## src/rtl/pwm_pkg.sv

```systemverilog
// pwm_pkg: shared widths, full-duty constant and register addresses common to the SPI block.
package pwm_pkg;
  localparam int NUM_CH = 16;
  localparam int DUTY_W = 8;
  localparam logic [DUTY_W-1:0] DUTY_FULL = 8'hFF;
  typedef enum logic [7:0] {
    ADDR_EN_OUT_7_0  = 8'h00,
    ADDR_EN_OUT_15_8 = 8'h01,
    ADDR_EN_PWM_7_0  = 8'h02,
    ADDR_EN_PWM_15_8 = 8'h03,
    ADDR_PWM_DUTY    = 8'h04
  } reg_addr_e;
endpackage

```

## src/rtl/pwm_timebase.sv

```systemverilog
// pwm_timebase: prescaler, 8-bit PWM counter, period_start pulse and duty register.
// PWM_SHADOW_DUTY_EN: duty only reloads at the counter wrap, so mid-period writes cannot glitch.
module pwm_timebase
  import pwm_pkg::*;
#(
  parameter int PRESCALE = 10
) (
  input  logic              clk,
  input  logic              rst,
  input  logic [DUTY_W-1:0] i_duty,
  output logic [DUTY_W-1:0] o_cnt,
  output logic [DUTY_W-1:0] o_duty,
  output logic              o_period_start
);
  localparam int PRE_W = $clog2(PRESCALE) + 1;
  logic [PRE_W-1:0]  r_pre;
  logic [DUTY_W-1:0] r_cnt;
  logic [DUTY_W-1:0] r_duty;
  logic              r_ps;
  logic              w_wrap;
  logic              w_roll;
  assign w_wrap = r_pre == PRE_W'(PRESCALE - 1);
  assign w_roll = w_wrap && (r_cnt == DUTY_FULL);
  always_ff @(posedge clk or posedge rst) begin
    if (rst) begin
      r_pre  <= '0;
      r_cnt  <= '0;
      r_duty <= '0;
      r_ps   <= 1'b0;
    end else begin
      r_pre <= w_wrap ? '0 : r_pre + 1'b1;
      if (w_wrap) r_cnt <= r_cnt + 1'b1;
      r_ps <= w_roll;
`ifdef PWM_SHADOW_DUTY_EN
      if (w_roll) r_duty <= i_duty;
`else
      r_duty <= i_duty;
`endif
    end
  end
  assign o_cnt          = r_cnt;
  assign o_duty         = r_duty;
  assign o_period_start = r_ps;
endmodule

```

## src/rtl/pwm_peripheral.sv

```systemverilog
// pwm_peripheral: 16 outputs, each forced low, static high or driven by the shared PWM level.
// Optional PWM_SHADOW_DUTY_EN (in pwm_timebase) makes duty updates period-aligned.
module pwm_peripheral
  import pwm_pkg::*;
#(
  parameter int PRESCALE = 10
) (
  input  logic        clk,
  input  logic        rst,
  input  logic [7:0]  en_reg_out_7_0,
  input  logic [7:0]  en_reg_out_15_8,
  input  logic [7:0]  en_reg_pwm_7_0,
  input  logic [7:0]  en_reg_pwm_15_8,
  input  logic [7:0]  pwm_duty_cycle,
  output logic [15:0] out,
  output logic        period_start
);
  logic [DUTY_W-1:0] w_cnt;
  logic [DUTY_W-1:0] w_duty;
  logic [NUM_CH-1:0] w_en_out;
  logic [NUM_CH-1:0] w_en_pwm;
  logic [NUM_CH-1:0] r_out;
  logic              w_hi;
  pwm_timebase #(.PRESCALE(PRESCALE)) u_tb (
    .clk           (clk),
    .rst           (rst),
    .i_duty        (pwm_duty_cycle),
    .o_cnt         (w_cnt),
    .o_duty        (w_duty),
    .o_period_start(period_start)
  );
  assign w_en_out = {en_reg_out_15_8, en_reg_out_7_0};
  assign w_en_pwm = {en_reg_pwm_15_8, en_reg_pwm_7_0};
  // full duty is special-cased so 0xFF never shows the low count 255
  assign w_hi = (w_duty == DUTY_FULL) || (w_cnt < w_duty);
  always_ff @(posedge clk or posedge rst) begin
    if (rst) r_out <= '0;
    else     r_out <= w_en_out & (~w_en_pwm | {NUM_CH{w_hi}});
  end
  assign out = r_out;
endmodule
```

## config.mk

```make
export PLATFORM = sky130hd
export DESIGN_NAME = pwm_peripheral
export DESIGN_NICKNAME = d
export VERILOG_FILES = /design/src/rtl/pwm_pkg.sv /design/src/rtl/pwm_timebase.sv /design/src/rtl/pwm_peripheral.sv
export SDC_FILE = /design/constraint.sdc
export NUM_CORES = 1
export LEC_CHECK = 0
export ABC_AREA = 1
export CAP_MARGIN = 20
export CORE_MARGIN = 1.5
export CORE_UTILIZATION = 32
export CTS_CLUSTER_DIAMETER = 50
export DETAILED_ROUTE_END_ITERATION = 7
export DONT_BUFFER_PORTS = 1
export GPL_ROUTABILITY_DRIVEN = 0
export PLACE_DENSITY = 0.56
export SLEW_MARGIN = 0
export SYNTH_ARGS = -nofsm -noshare
export SYNTH_HDL_FRONTEND = slang
export SYNTH_SLANG_ARGS = --single-unit
```

## constraint.sdc

```tcl
create_clock -name clk -period 4.5 [get_ports clk]
set_clock_uncertainty 0.05 [all_clocks]
set_input_delay 0.45 -clock clk [delete_from_list [all_inputs] [get_ports clk]]
set_output_delay 0.45 -clock clk [all_outputs]
set_load 0.05 [all_outputs]
```

==> qor.csv, run 1 <==
metric,value,unit
area of the multi-input gates,646,sq um
Setup Buffers After CTS,0,
Worst Tran Pin Value,0.466,ns
max-cap violations,0,
"Clk Latency, worst-skew pair",0.28,ns
synthesized instance count,173,
pre-CTS WS,2.87,ns
Clock Sink Count,38,
fin. max-slew vios,0,
worst endpoint data arrival time,1.80,ns
IR Drop Worst-Case VDD,0.170,mV
First-pass DRT Iterations,3,
Final WS setup,2.87,ns
Root Driver,clkbuf_8,
worst hold-check path type,in -> async,
GRT overflow,0,
Mapped Avg Cell Area,10.1,sq um
Worst-path clk slew,0.07,ns
Die Wd,77.0,um
placed cell area,0.00182,sq mm
unrepaired setup endpoints after global routing,no,
Netlist cell types,21,
"Core Util, Final",0.365,
Setup CP Type,reg -> reg,
register area,951,sq um
vias in the first global route,1140,
Power Density,328,mW/mm^2
final period demand of the worst path,1.63,ns
Final Hold Fails,0,
drt drc,0,
Row Count,26,
#FFs+latches synth,38,
H-Tree Depth,2,
Die H,77.0,um
Ports,59,
Via density,4.28,
"Net Count, Synth",225,
TritonCTS buffer count,5,
Fmax,615,MHz
Static Leak,0.943,nW
number of gates resized after CTS,0,
R2R Setup Slk,2.87,ns
Slew headroom,0.689,
FILL cells,550,
1st-iter DRT viols,17,
cts hold-fix bufs,0,
"wirelength, routed",2.82,mm
CP max FO,16,
outcome,"finished, final reports clean",
Synth Warn #,0,
core area,0.00520,sq mm
post-synthesis sequential area ratio,0.543,
Vias,1066,
Antenna Cells,0,
I/O Buffers,0,
Die Area,0.00592,sq mm
worst r2r path cells,8,
worst-case clock buffer depth,2,
worst r2r src,u_tb.o_cnt[5],
GRT Overall Usage,0.110,
layout cells sized above 1,0.156,
Nets,231,
initial antenna violation count,0,
WL/cell,11.3,um
dpl hpwl,2.12,mm
"antenna viol nets, final",0,
TritonCTS clock tree,yes,
crit path capture type,flop,
Setup-failing EPs final,0,
setup TNS,0,ns
critical path data required time,4.68,ns
RR Endpoint,out[1],
Area Overhead vs Synth,8.65,%
Final period util,0.361,
design area,0.00190,sq mm
Pwr Total,624,uW
Initial Util,0.336,
first-pass GRT wire length,4.96,mm
largest net degree at the start of global routing,39,
Post-Syn Area,0.00175,sq mm
Startpoint Class,flop,
how the worst max path moves through the flow:
stage,cells after the start,endpoint,slack (ns),startpoint
finish,8,out[1],2.87,u_tb.o_cnt[5]
global route,8,out[3],2.70,u_tb.o_cnt[5]
CTS,8,out[0],2.86,u_tb.o_cnt[5]
detailed placement,8,out[0],2.87,u_tb.o_cnt[5]
global placement,8,out[0],2.87,u_tb.o_cnt[5]
floorplan,10,out[10],3.00,u_tb.o_duty[5]
per-layer routing:
layer,global-route usage,part of all wire,wire [um]
met5,0,0,0
met1,0.127,0.44,1240
met3,0.0571,0.10,284
met4,0.0593,0.018,52
met2,0.164,0.44,1240
placed cells by master (no fill, tap or decap), drive strengths merged:
| master | netlist | layout |
|---|---|---|
| a21oi | 2 | 2 |
| nor2 | 10 | 10 |
| nand4 | 1 | 1 |
| clkbuf | 0 | 5 |
| nor3 | 4 | 4 |
| dfrtp | 38 | 38 |
| nand3 | 22 | 22 |
| clkinv | 1 | 3 |
| ha | 10 | 10 |
| o21ai | 1 | 1 |
| nor4 | 2 | 2 |
| xor2 | 9 | 9 |
| inv | 34 | 34 |
| buf | 2 | 1 |
| xnor2 | 1 | 1 |
| nand2 | 36 | 36 |
through the flow:
step           hold WS, ns  instances
2_1_floorplan        0.411        173
5_1_grt              0.111        249
4_1_cts              0.124        249
6_report             0.108        249
3_3_place_gp         0.431        242
3_5_place_dp         0.431        242
area by class of cell:
cell class / instances / area share
Sequential cell: 38 / 0.500
Multi-Input combinational cell: 98 / 0.339
Inverter: 35 / 0.0691
Tap cell: 70 / 0.0461
Clock buffer: 5 / 0.0362
Clock inverter: 2 / 0.00526
Timing Repair Buffer: 1 / 0.00395
synthesized netlist by cell type, drive strengths merged:
| master | count | area, sq um |
|---|---|---|
| nor2 | 10 | 37.5 |
| inv | 34 | 128 |
| ha | 10 | 125 |
| a21oi | 2 | 10.0 |
| nand3 | 22 | 165 |
| o21ai | 1 | 5.00 |
| buf | 2 | 22.5 |
| nand4 | 1 | 6.26 |
| dfrtp | 38 | 951 |
| clkinv | 1 | 3.75 |
| xor2 | 9 | 78.8 |
| nor4 | 2 | 33.8 |
| nor3 | 4 | 30.0 |
| xnor2 | 1 | 8.76 |
| nand2 | 36 | 145 |
sequential cells by signal, indices dropped and copies added (netlist names):
register             cells
out                     16
u_tb.o_cnt               8
u_tb.o_duty              8
u_tb.r_pre               5
u_tb.o_period_start      1
report_power, final:
part / switching, mW / internal (mW)
registers: 0.0331 / 0.352
clock network: 0.111 / 0.104
logic: 0.0164 / 0.00729
worst max-delay path, stage by stage, from the launching register on:
cell and delay [ns]:
dfrtp_1 0.41, ha_1 0.30, a21oi_1 0.16, nor2_1 0.07
nor3_2 0.17, nand2_4 0.19, nand3_1 0.11, nand2_1 0.06
inv_1 0.04
kinds of logic (layout without fill, tap and decap cells):
kind of cell	after synthesis	count (layout)	share of synthesized area
AO/OA/AOI/OAI	3	3	0.00858
XOR/XNOR	10	10	0.0500
adder cells (fa/ha/maj)	10	10	0.0715
buffers and inverters	37	43	0.0879
flip-flops	38	38	0.543
AND/OR/NAND/NOR	75	75	0.239
No activity file was read; power rests on OpenSTA's default activity.
==> inputs of run 2 (changes only) <==
clock period = 1.6 ns   (was 4.5 ns; I/O delays follow)
==> run 2 against run 1 <==
Compared with the run above:
- the run now ends with negative setup slack left
- sequential power rose to 2.8 times the previous value
- critical path depth rose by 1
- via count rose by 21%
- register-to-register slack got worse by 2.9 ns
- cell area rose by 28%
- flip-flop and latch count did not move
- critical path type unchanged
- highest routed layer unchanged
==> qor.csv, run 2 (synthesized netlist as in run 1, its figures left out) <==
metric,value,unit
max-cap violations,0,
Ports,59,
Fmax,613,MHz
largest net degree at the start of global routing,39,
crit path capture type,flop,
"wirelength, routed",3.79,mm
initial antenna violation count,0,
Largest register FFs,16,
Die Wd,77.0,um
unrepaired setup endpoints after global routing,yes,
GRT overflow,0,
First-pass DRT Iterations,4,
"antenna viol nets, final",0,
TritonCTS buffer count,5,
Final WS setup,-0.0321,ns
Worst path most repeated cell,inv_2,
cell breakdown of the critical path,inv_2 > ha_1 > nand2_1 > nor2_2 > nor3_4 > nand2_4 > nand3_2 > nand2_2 > inv_2,
worst-case clock buffer depth,2,
Pwr Total,1.90,mW
Setup CP Type,reg -> reg,
"Core Util, Final",0.469,
"commonest non-fill, non-tap cell in the layout",dlygate4sd3_1,
critical path data required time,1.79,ns
vias in the first global route,1327,
Final period util,1.02,
most frequent cells in the layout,"dlygate4sd3_1, dfrtp_1, nand2_1, inv_1, nand3_2",
GRT Overall Usage,0.136,
Antenna Cells,0,
drt drc,0,
I/O Buffers,0,
Worst Tran Pin Value,0.488,ns
Nets,278,
Static Leak,1.15,nW
Clock Sink Count,38,
Critical Path Max Stage Delay,0.38,ns
Slew headroom,0.674,
worst hold-check path type,in -> async,
H-Tree Depth,2,
Area Overhead vs Synth,39.3,%
Hold WS,0.364,ns
core area,0.00520,sq mm
first-pass GRT wire length,6.09,mm
fin. max-slew vios,0,
worst r2r path cells,9,
Power Density,778,mW/mm^2
Root Driver,clkbuf_8,
design area,0.00244,sq mm
worst endpoint data arrival time,1.82,ns
Setup Buffers After CTS,0,
Vias,1288,
Worst-path clk slew,0.08,ns
Setup-failing EPs final,12,
layout cells sized above 1,0.216,
Initial Util,0.336,
CP max FO,8,
"Clk Latency, worst-skew pair",0.29,ns
final period demand of the worst path,1.63,ns
dpl hpwl,2.24,mm
Via density,4.34,
Die Area,0.00592,sq mm
critical path's slowest cell,dfrtp_1,
placed cell area,0.00186,sq mm
IR Drop Worst-Case VDD,0.546,mV
Startpoint Class,flop,
pre-CTS WS,0.00109,ns
TritonCTS clock tree,yes,
Row Count,26,
failing checks,negative setup slack,
outcome,finished with violations,
WL/cell,12.8,um
Die H,77.0,um
Final Hold Fails,0,
1st-iter DRT viols,18,
==> run 2: timing repair <==
item | 4_1_cts | 5_1_grt
hold buffers | 41 | 0
cloned | 0 | 1
endpoints found under the hold margin | 62 | 0
endpoints found under the setup margin | 8 | 16
pin swaps | 0 | 8
resized for setup | 0 | 17
==> run 2: path summary, 6_finish.rpt <==
check / startpoint / slack [ns] / to
setup / recovery: u_tb.o_duty[6] / -0.03 / out[6]
hold / removal: rst / 0.36 / out[1]
setup reg to reg: u_tb.o_duty[6] / -0.03 / out[6]
hold reg to reg: u_tb.r_pre[0] / 0.46 / u_tb.r_pre[0]
max in group asynchronous: rst / 0.81 / u_tb.o_duty[6]
min in group clk: pwm_duty_cycle[7] / 0.37 / u_tb.o_duty[7]
==> run 2: final cells by class <==
cell class	instances	area, sq um
well taps	70	87.6
inverters	35	131
multi-input cells	99	727
fillers	479	2770
flip-flops and latches	38	951
repair buffers	47	455
clock buffers	6	72.6
clock inverters	2	13.8
==> run 2: worst max-delay path: cells and delay by family (launching register included) <==
kind | cells | cell delay, ns
adders and majority gates | 1 | 0.23
buffers and inverters | 2 | 0.12
DFF | 1 | 0.38
and+or+nand+nor | 6 | 0.79
==> run 2: through the flow <==
stage | TNS (ns) | instances
after floorplan | 0 | 173
after global placement | 0 | 247
final | -0.123 | 297
after global routing | -1.73 | 297
after CTS | -0.0793 | 296
after detailed placement | 0 | 247
==> run 2: where the power goes <==
| part | switching [mW] | internal, mW | leakage [nW] |
|---|---|---|---|
| clock network | 0.342 | 0.307 | 0.0452 |
| logic | 0.0720 | 0.0917 | 0.644 |
| registers | 0.0941 | 0.990 | 0.462 |
| total | 0.508 | 1.39 | 1.15 |
==> run 2: routing by layer <==
metal / GRT usage / up-vias / wire [um] / part of all wire
met5: 0 / - / 0 / 0
met2: 0.238 / 44 / 1960 / 0.52
met3: 0.0571 / 6 / 255 / 0.067
met1: 0.142 / 602 / 1510 / 0.40
li1: - / 636 / - / -
met4: 0.0611 / 0 / 69 / 0.018
==> inputs of run 3 (changes only) <==
RECOVER_POWER = 100   (was not set)
==> run 3 against run 2 <==
Compared with the run above:
- the flow still finishes with violations (negative setup slack)
- first-iteration DRC count down 5.6%
- register-to-register slack about the same
- core utilization down 0.24 points
- flip-flop and latch count unchanged
- cell area down 0.51%
- combinational power about the same
- worst hold slack better by 0.0089 ns
- wire length about the same
- highest routed layer unchanged
==> qor.csv, run 3 (synthesized netlist as in run 1, its figures left out) <==
metric,value,unit
routed wl met2,1.96,mm
critical path data required time,1.79,ns
H-Tree Depth,2,
failing checks,negative setup slack,
Via density,4.34,
Nets,278,
Worst Tran Pin Value,0.902,ns
Ports,59,
Logic pwr share,0.086,
placed cell area,0.00186,sq mm
TritonCTS clock tree,yes,
Root Driver,clkbuf_8,
met3 wire length,255,um
outcome,finished with violations,
I/O Buffers,0,
IR Drop Worst-Case VDD,0.545,mV
worst-case clock buffer depth,2,
Setup CP Type,reg -> reg,
most frequent cells in the layout,"dlygate4sd3_1, dfrtp_1, nand2_1, inv_1, nand3_2",
"commonest non-fill, non-tap cell in the layout",dlygate4sd3_1,
final period demand of the worst path,1.63,ns
WL/cell,12.8,um
Power Density,782,mW/mm^2
R2R Setup Slk,-0.03,ns
GRT overflow,0,
worst hold-check path type,in -> reg,
highest metal layer with signal wires,met4,
worst endpoint data arrival time,1.82,ns
Largest register FFs,16,
Finished Layout Cells,297,
sequential power share,0.572,
Die H,77.0,um
Pwr Total,1.90,mW
length of routed wiring on met1,1.51,mm
Setup Buffers After CTS,0,
Final WS setup,-0.0321,ns
Cells after DPL,247,
Static Leak,1.14,nW
design area,0.00243,sq mm
Row Count,26,
Worst Hold Depth,1,
Worst-path clk slew,0.08,ns
initial antenna violation count,0,
Clock Sink Count,38,
CP max FO,8,
Clock power frac,0.342,
Die Area,0.00592,sq mm
First-pass DRT Iterations,4,
Final Hold Fails,0,
Antenna Cells,0,
TritonCTS buffer count,5,
Final period util,1.02,
unrepaired setup endpoints after global routing,yes,
Net Sw Frac,0.268,
layout cells sized above 1,0.207,
setup TNS,-0.122,ns
crit path capture type,flop,
Initial Util,0.336,
fin. max-slew vios,0,
Setup-failing EPs final,12,
largest net degree at the start of global routing,39,
Pint,1.39,mW
core area,0.00520,sq mm
GRT Overall Usage,0.136,
"Clk Latency, worst-skew pair",0.29,ns
Slew headroom,0.399,
"antenna viol nets, final",0,
Startpoint Class,flop,
"wirelength, routed",3.79,mm
Area Overhead vs Synth,38.6,%
dpl hpwl,2.24,mm
1st-iter DRT viols,17,
pre-CTS WS,0.00109,ns
Fmax,613,MHz
Vias,1289,
vias in the first global route,1327,
Die Wd,77.0,um
Switch Pwr,508,uW
max-cap violations,0,
first-pass GRT wire length,6.09,mm
drt drc,0,
worst r2r path cells,9,
run 3: cell types whose count changed in the layout (fill, tap and decap cells not counted):
cell      before  now
nand3_2       16   15
clkbuf_2       0    1
nor3_2         1    0
nor3_1         2    3
nand3_1        6    7
buf_4          6    5
run 3: layout make-up:
class | instances | area [sq um]
repair buffers | 47 | 453
flip-flops and latches | 38 | 951
well taps | 70 | 87.6
multi-input cells | 99 | 717
fillers | 482 | 2780
clock inverters | 2 | 13.8
inverters | 35 | 131
clock buffers | 6 | 72.6
run 3: power groups by stage:
stage / Combinational, mW / Sequential (mW) / Clock (mW)
finish: 0.163 / 1.08 / 0.650
CTS: 0.153 / 1.09 / 0.669
global placement: 0.0708 / 1.10 / 0
global route: 0.182 / 1.09 / 0.723
detailed placement: 0.0728 / 1.10 / 0
floorplan: 0.0558 / 1.10 / 0
run 3: path summary, 6_finish.rpt:
check	startpoint	end
setup reg to reg	u_tb.o_duty[6]	out[6]
min in group asynchronous	rst	out[1]
setup / recovery	u_tb.o_duty[6]	out[6]
hold / removal	pwm_duty_cycle[7]	u_tb.o_duty[7]
hold reg to reg	u_tb.r_pre[0]	u_tb.r_pre[0]
max in group asynchronous	rst	u_tb.o_duty[6]
run 3: stage by stage:
step,hold WS [ns],util
after global placement,0.141,0.357
after CTS,0.355,0.453
after floorplan,0.141,-
after global routing,0.354,0.466
final,0.373,0.466
after detailed placement,0.141,0.357
run 3: what timing repair did:
action | 4_1_cts | 5_1_grt
hold buffers | 41 | 0
pin swaps | 0 | 8
gates resized for setup | 0 | 17
endpoints found under the hold margin | 62 | 0
gates cloned | 0 | 1
endpoints found under the setup margin | 8 | 16
run 3: critical path, cell delays in order, from the launching register on:
cell and delay [ns]:
dfrtp_1 0.38, inv_2 0.08, ha_1 0.23, nand2_1 0.10
nor2_2 0.06, nor3_4 0.27, nand2_4 0.17, nand3_2 0.12
nand2_2 0.07, inv_2 0.04
run 3: per-layer routing:
layer / global-route usage / vias up
met5: 0 / -
li1: - / 636
met3: 0.0571 / 6
met2: 0.238 / 44
met4: 0.0611 / 0
met1: 0.142 / 603
